`config.mk`:
```
export PLATFORM = sky130hd
export DESIGN_NAME = seq_tx_fmt
export DESIGN_NICKNAME = d
export VERILOG_FILES = /design/src/rtl/seq_tx_fmt_pkg.sv /design/src/rtl/seq_tx_fmt_fifo.sv /design/src/rtl/seq_tx_fmt.sv
export SDC_FILE = /design/constraint.sdc
export NUM_CORES = 1
export LEC_CHECK = 0
export CAP_MARGIN = 0
export CORE_ASPECT_RATIO = 0.8
export CORE_MARGIN = 2
export CORE_UTILIZATION = 40
export DETAILED_ROUTE_END_ITERATION = 7
export GPL_TIMING_DRIVEN = 0
export SETUP_SLACK_MARGIN = 0.2
export SYNTH_ARGS = -nofsm -noshare
export SYNTH_HDL_FRONTEND = slang
export SYNTH_HIERARCHICAL = 1
export SYNTH_SLANG_ARGS = --single-unit
```
`constraint.sdc`:
```
create_clock -name clk -period 2.7 [get_ports clk]
set_clock_uncertainty 0.05 [all_clocks]
set_input_delay 0.81 -clock clk [delete_from_list [all_inputs] [get_ports clk]]
set_output_delay 0.81 -clock clk [all_outputs]
set_load 0.05 [all_outputs]
```
`src/rtl/seq_tx_fmt_pkg.sv`:
```
// Shared definitions for the sequencer output formatter: FSM states and ASCII constants.
package seq_tx_fmt_pkg;

   typedef enum logic [1:0] {
      ST_IDLE  = 2'd0,
      ST_DIGIT = 2'd1,
      ST_CR    = 2'd2,
      ST_LF    = 2'd3
   } fmt_state_e;

   localparam logic [7:0] ASCII_CR    = 8'h0D;
   localparam logic [7:0] ASCII_LF    = 8'h0A;
   localparam logic [7:0] ASCII_DIGIT = 8'h30;
   localparam logic [7:0] ASCII_ALPHA = 8'h41;

endpackage

```
`src/rtl/seq_tx_fmt_fifo.sv`:
```
// Generic synchronous FIFO with async active-low reset; DEPTH must be a power of two.
module seq_fifo #(
   parameter int unsigned WIDTH = 16,
   parameter int unsigned DEPTH = 4
) (
   input  logic                                      clk,
   input  logic                                      rst_n,
   input  logic                                      push,
   input  logic [WIDTH-1:0]                          wdata,
   input  logic                                      pop,
   output logic [WIDTH-1:0]                          rdata,
   output logic                                      full,
   output logic                                      empty,
   output logic [((DEPTH > 1) ? $clog2(DEPTH) : 1):0] count
);

   localparam int unsigned AW = (DEPTH > 1) ? $clog2(DEPTH) : 1;

   logic [WIDTH-1:0] mem [DEPTH];
   logic [AW-1:0]    wptr;
   logic [AW-1:0]    rptr;
   logic [AW:0]      cnt;
   logic             do_push;
   logic             do_pop;

   assign full    = (cnt == (AW+1)'(DEPTH));
   assign empty   = (cnt == '0);
   assign count   = cnt;
   assign rdata   = mem[rptr];
   assign do_push = push & ~full;
   assign do_pop  = pop & ~empty;

   // Storage is left unreset; only the pointers define what is valid.
   always_ff @(posedge clk) begin
      if (do_push) mem[wptr] <= wdata;
   end

   always_ff @(posedge clk or negedge rst_n) begin
      if (!rst_n) begin
         wptr <= '0;
         rptr <= '0;
         cnt  <= '0;
      end else begin
         if (do_push) wptr <= wptr + 1'b1;
         if (do_pop)  rptr <= rptr + 1'b1;
         case ({do_push, do_pop})
            2'b10:   cnt <= cnt + 1'b1;
            2'b01:   cnt <= cnt - 1'b1;
            default: cnt <= cnt;
         endcase
      end
   end

endmodule

```
`src/rtl/seq_tx_fmt.sv`:
```
// Formats queued SEND values as uppercase hex digits plus CR LF, one byte per handshake.
module seq_tx_fmt
   import seq_tx_fmt_pkg::*;
#(
   parameter int unsigned DATA_W     = 16,
   parameter int unsigned FIFO_DEPTH = 4
) (
   input  logic              clk,
   input  logic              rst_n,
   input  logic              send_vld,
   input  logic [DATA_W-1:0] send_data,
   output logic              send_rdy,
   output logic              send_ovf,
   output logic [7:0]        tx_data,
   output logic              tx_vld,
   input  logic              tx_rdy,
   output logic              busy
);

   localparam int unsigned DIGITS = DATA_W / 4;
   localparam int unsigned CNT_W  = (DIGITS > 1) ? $clog2(DIGITS) : 1;
   localparam int unsigned FAW    = (FIFO_DEPTH > 1) ? $clog2(FIFO_DEPTH) : 1;

   fmt_state_e        state, state_nxt;
   logic [DATA_W-1:0] val, val_nxt;
   logic [CNT_W-1:0]  cnt, cnt_nxt;
   logic              pop;
   logic              fifo_full;
   logic              fifo_empty;
   logic [DATA_W-1:0] fifo_rdata;
   logic [FAW:0]      fifo_count;

   function automatic logic [7:0] hex_char(input logic [3:0] nib);
      if (nib < 4'd10) return ASCII_DIGIT + {4'h0, nib};
      else             return ASCII_ALPHA + {4'h0, nib} - 8'd10;
   endfunction

   seq_fifo #(
      .WIDTH (DATA_W),
      .DEPTH (FIFO_DEPTH)
   ) u_fifo (
      .clk   (clk),
      .rst_n (rst_n),
      .push  (send_vld),
      .wdata (send_data),
      .pop   (pop),
      .rdata (fifo_rdata),
      .full  (fifo_full),
      .empty (fifo_empty),
      .count (fifo_count)
   );

   assign send_rdy = ~fifo_full;
   assign busy     = (state != ST_IDLE) || (fifo_count != '0);

   always_ff @(posedge clk or negedge rst_n) begin
      if (!rst_n) begin
         state    <= ST_IDLE;
         val      <= '0;
         cnt      <= '0;
         send_ovf <= 1'b0;
      end else begin
         state    <= state_nxt;
         val      <= val_nxt;
         cnt      <= cnt_nxt;
         send_ovf <= send_vld & ~send_rdy;
      end
   end

   always_comb begin
      state_nxt = state;
      val_nxt   = val;
      cnt_nxt   = cnt;
      pop       = 1'b0;
      tx_vld    = 1'b0;
      tx_data   = '0;
      unique case (state)
         ST_IDLE: begin
            if (!fifo_empty) begin
               pop       = 1'b1;
               val_nxt   = fifo_rdata;
               cnt_nxt   = '0;
               state_nxt = ST_DIGIT;
            end
         end
         ST_DIGIT: begin
            tx_vld  = 1'b1;
            tx_data = hex_char(val[DATA_W-1 -: 4]);
            if (tx_rdy) begin
               val_nxt = val << 4;
               cnt_nxt = cnt + 1'b1;
               if (cnt == CNT_W'(DIGITS - 1)) state_nxt = ST_CR;
            end
         end
         ST_CR: begin
            tx_vld  = 1'b1;
            tx_data = ASCII_CR;
            if (tx_rdy) state_nxt = ST_LF;
         end
         ST_LF: begin
            tx_vld  = 1'b1;
            tx_data = ASCII_LF;
            if (tx_rdy) state_nxt = ST_IDLE;
         end
         default: state_nxt = ST_IDLE;
      endcase
   end

endmodule

```
# --- After elaboration in Yosys (flattened, before gate mapping) ---
# Memories as Yosys holds them, arrays and structs flattened.
# Cells that the tools add are included.
op_classes:
  div_mod_pow: 0
  n_reduce_logical: 10
  shifts: 0
  eq_ne: 12
  addsub: 8
  n_bitwise: 5
  n_lt_le_gt_ge: 1
  multipliers: 0
  muxes: 20
op_table:
  columns: ["op", "count"]
  rows:
  - ["2-to-1 mux 16 bit", 2]
  - ["case mux 16 bit (2 select lines)", 1]
  - ["case mux 8 bit (3 select lines)", 1]
  - ["2-to-1 mux 2 bit", 7]
  - ["inequality test 2 bit, second input constant", 5]
  - ["adder 7 x 4 -> 8 bit, first input constant", 1]
  - ["== test 2 bit, second input constant", 4]
  - ["2-to-1 mux 8 bit", 1]
  - ["case mux 2 bit (4 select lines)", 1]
  - ["subtractor 8 x 4 -> 8 bit, second input constant", 1]
  - ["adder 6 x 4 -> 7 bit, first input constant", 1]
  - ["adder 2 x 1 -> 2 bit, second input constant", 3]
  - ["case mux 3 bit (2 select lines)", 1]
  - ["nonzero test 2 bit", 3]
  - ["2-to-1 mux 1 bit", 5]
  - ["AND reduction 5 bit", 1]
  - ["== test 2 x 1 -> 1 bit, second input constant", 2]
  - ["< comparator 4 bit, second input constant", 1]
  - ["case mux 2 bit (2 select lines)", 1]
  - ["adder 3 x 1 -> 3 bit, second input constant", 1]
  - ["bitwise AND 1 bit", 3]
  - ["== test 3 bit, second input constant", 1]
  - ["logical NOT 3 bit", 1]
  - ["AND reduction 3 bit", 1]
  - ["6 further kinds", 7]
totals:
  latch_bits: 0
  word_cells: 64
  ram_bits: 64
  mem_count: 1
  mem_bits_ro: 0
  ff_bits: 28
mem_list:
  columns: ["name", "depth", "word_bits", "read_ports", "rd_clocked_by_memory_dff", "write_ports", "line", "source"]
  rows:
  - ["u_fifo.mem", 4, 16, 1, 0, 1, "seq_tx_fmt_fifo.sv:19", "logic [WIDTH-1:0] mem [DEPTH];"]

# --- Logic depth before layout (Yosys ltp) ---
depth:
  depth_word: 6
  mapped_depth: 11

# --- Hierarchy ---
# The synthesis kept the hierarchy.
modules_own_cells:
  columns: ["module", "cells_per_inst", "seq_area_each_um2", "area_each_um2", "n_inst"]
  rows:
  - ["seq_fifo", 121, 2097.0, 2775.2, 1]
  - ["seq_tx_fmt", 137, 525.5, 1352.5, 1]

# --- Least setup slack after synthesis ---
# No wires, ideal clock.
synth_path:
  path_kind: "register to output"
  startpoint: "reg state[1]"
  endpoint: "out tx_data[0]"
  path_buffers: 3
  required_ps: 1840
  arrival_time_ps: 2317
  setup_slack_ps: -477
  stages_incl_launch_ff: 8
  cell_sequence: "dfrtp_1 -> inv_1 -> ha_1 -> buf_4 -> buf_4 -> buf_4 -> nand2_1 -> o21ai_0"
synth_via:
  elab_chain_cells: 2
  word_cells_on_any_way: 4
  classes_between: "eq/ne (3); mux (1)"
synth_rtl:
  columns: ["item", "line", "source"]
  rows:
  - ["from (decl)", "seq_tx_fmt.sv:24", "fmt_state_e state, state_nxt;"]
  - ["from (signal assigned)", "seq_tx_fmt.sv:63", "state <= state_nxt;"]
  - ["== test 2 bit or == test 2 x 1 -> 1 bit (tied branches)", "seq_tx_fmt.sv:77", "unique case (state)"]
  - ["case mux 8 bit (3 select lines) (*)", "seq_tx_fmt.sv:77", null]
  - ["to (decl)", "seq_tx_fmt.sv:14", "output logic [7:0] tx_data,"]
# Mark *: on every way between the ends. The rest lies on a longest branch, timed or not.

# --- Worst setup path after layout ---
layout_path:
  startpoint: "reg state[0]"
  endpoint: "out busy"
layout_via:
  elab_chain_cells: 2
layout_rtl:
  columns: ["item", "line", "source"]
  rows:
  - ["nonzero test 2 bit", "seq_tx_fmt.sv:54", "assign busy = (state != ST_IDLE) || (fifo_count != '0);"]
  - ["logical OR 1 bit", "seq_tx_fmt.sv:54", null]
  - ["to (decl)", "seq_tx_fmt.sv:17", "output logic busy"]
# Every way passes these cells.

==> flow_metrics.py <==
metrics = {
    "routing": {
        "drt_first_iter_violations": 80,
        "routedWlPerCell_um": 16.0,
        "drc": 0,
        "met3_length_um": 236,
        "ant_nets": 0,
        "top_layer_used": "met4",
        "vias_per_cell": 5.02,
        "wl_met1_mm": 3.65,
        "first_pass_iters": 6,
        "via_count": 2299,
        "drt_wl_total_mm": 7.35,
        "wl_met2_mm": 3.39,
    },
    "synthesis": {
        "ys_types": 49,
        "async_reset_ff_share_pct": 30.4,
        "ys.flop_type": "edfxtp_1",
        "synth_cells": 258,
        "synth_edf_count": 64,
        "ys_ff_latch": 92,
        "syn-num-nets": 291,
        "yosysSeqAreaShare_pct": 63.5,
        "synth_area_per_cell_um2": 16.0,
        "yosys_warnings": 6,
        "synth_area_mm2": 0.00413,
    },
    "sta": {
        "fin_crit_ns": 2.60,
        "setup_viol": 0,
        "slew_headroom_pct": 57.3,
        "hold_viol_final": 0,
        "min_period_over_period_pct": 96.3,
        "grt_setup_unrepaired": "yes",
        "drv_slew": 0,
        "fmax_mhz": 384,
        "worst_pin_slew_ns": 0.640,
    },
    "clock_tree": {
        "htreeDepth": 3,
        "cts-root-buf": "clkbuf_16",
        "clock_latency_ns": 0.33,
        "cts_made_buffers": 9,
        "numClockSinks": 92,
        "clk_pin_slew_ns": 0.07,
        "clock_path_buffers": 2,
        "cts_tree": "yes",
        "cts_hold_buf": 0,
    },
    "grt": {
        "grt-ovfl-total": 0,
        "track_usage_pct": 14.6,
        "grt_pass1_vias": 2384,
        "antenna_found_initial": 0,
        "grt_pass1_wl_mm": 12.4,
        "grt_max_degree": 29,
    },
    "power": {
        "p_per_area_mw_per_mm2": 1220,
        "p_total_w": 0.00624,
        "peakVddDrop_mv": 0.515,
        "p_leak_nw": 1.93,
    },
    "die": {
        "dieArea_mm2": 0.0112,
        "initial_utilization_pct": 40.6,
        "die_w_um": 118,
        "pin_count": 32,
        "fp-row-count": 33,
        "core_area_mm2": 0.0102,
        "die_height_um": 94.9,
    },
    "place": {
        "gp_congestion": 0.683,
        "dp.cells": 428,
        "port_buffers": 30,
        "dpl.hpwl_mm": 4.71,
    },
    "critical_path": {
        "cp.required_ns": 1.84,
        "critPathMaxStageDelay_ns": 0.45,
        "critPathKind": "reg2out",
        "path_cells": "inv_2, ha_4, buf_6, or4b_4, buf_8",
        "worst-path-buf-inv": 3,
        "cp_max_fo": 4,
        "cp.arrival_ns": 1.74,
        "crit_family": "simple AND/OR/NAND/NOR gates",
        "cp_slowest_cell": "or4b_4",
        "end_kind": "output port",
        "start_kind": "register",
    },
    "finish": {
        "drive_above_1_share_pct": 29.9,
        "antenna_cells": 0,
        "instances_no_fill": 458,
        "areaGrowthSynthToFinish_pct": 24.4,
        "layout_commonest_cell": "edfxtp_1",
        "fillCellCount": 900,
        "fin_nets": 346,
        "layout_common_cells": "64 x edfxtp_1, 28 x dfrtp_1, 19 x clkdlybuf4s50_1, 14 x buf_6, 14 x buf_4",
    },
    "job": {
        "max_cap_viol_count": 0,
    },
    "outcome": {
        "status": "finished clean",
    },
    "hold_path": {
        "hold_class": "in2async",
    },
}
==> flip-flops by register name (all words and copies together), names as in the netlist <==
name / cells
u_fifo/wptr: 2
val: 16
cnt: 2
state: 2
u_fifo/rptr: 2
u_fifo/count: 3
send_ovf: 1
u_fifo/mem: 64
==> cell type report <==
cell class | count | area, µm² | share of cell area [%]
buffer | 14 | 154 | 3.00
timing repair buffer | 44 | 414 | 8.07
clock buffer | 9 | 225 | 4.39
sequential | 92 | 2620 | 51.1
clock inverter | 7 | 57.6 | 1.12
multi-input combinational | 138 | 1430 | 27.9
tap | 140 | 175 | 3.41
inverter | 14 | 52.6 | 1.02
==> cell usage after synthesis, drive strengths merged, types with 2 or more instances <==
cell type   n  area (µm²)
edfxtp     64        1920
dfrtp      28         701
o21ai      27         135
mux4       16         390
inv        14        52.6
mux2i      14         153
buf        13         115
ha         12         150
a22o        8        70.1
nand2       7        26.3
and2        6        40.0
nor2        6        22.5
a21oi       5        25.0
xnor2       4        35.0
nor2b       3        21.3
xor2        3        26.3
a211oi      2        15.0
mux2        2        22.5
nand2b      2        12.5
or2         2        15.0
==> cell families (layout without fill, tap and decap cells) <==
family	after synthesis	after routing	synth area share, %
buffers and inverters	28	88	4.15
adder cells (fa/ha/maj)	13	13	4.12
XOR/XNOR	7	7	1.49
other	1	1	0.0908
multiplexers	32	32	13.7
flip-flops	92	92	63.5
AND/OR/NAND/NOR	34	34	4.94
AO/OA/AOI/OAI	51	51	7.97
==> worst paths after layout <==
kind / from / end / slack (ns) / depth (start not counted)
setup / recovery: state[0] / busy / 0.1 / 5
hold / removal: rst_n / u_fifo/count[1] / 0.45 / 1
setup reg to reg: state[0] / u_fifo/count[2] / 0.30 / 12
hold reg to reg: val[11] / val[11] / 0.47 / 2
max in group asynchronous: rst_n / val[7] / 1.74 / 1
min in group clk: val[11] / val[11] / 0.47 / 2
==> layer usage <==
metal | up-vias | global-route usage [%]
li1 | 1094 | -
met1 | 1158 | 19.6
met2 | 40 | 23.3
met3 | 7 | 3.74
met4 | 0 | 5.02
met5 | - | 0
==> per-stage QoR <==
stage	TNS (ns)	util, %	hold slack [ns]	cell area, µm²	setup WS (ns)
floorplan	0	-	0.424	4150	0.120
global placement	-8.01	45.5	0.451	4620	-0.553
detailed placement	-7.30	45.5	0.455	4620	-0.550
CTS	0	50.0	0.470	5080	0.0985
global route	0	50.6	0.496	5130	0.0459
finish	0	50.6	0.446	5130	0.0991
==> power breakdown <==
group	internal [W]	switching (W)
combinational	0.00139	0.00153
clock	0.000636	0.000536
sequential	0.00194	0.000204
==> timing repair <==
item / CTS / global route
setup endpoints to repair: 11 / 67
gates resized for setup: 79 / 18
cloned: 0 / 0
setup buffers: 10 / 4
pin swaps: 4 / 0
(Power assumes the default switching activity.)
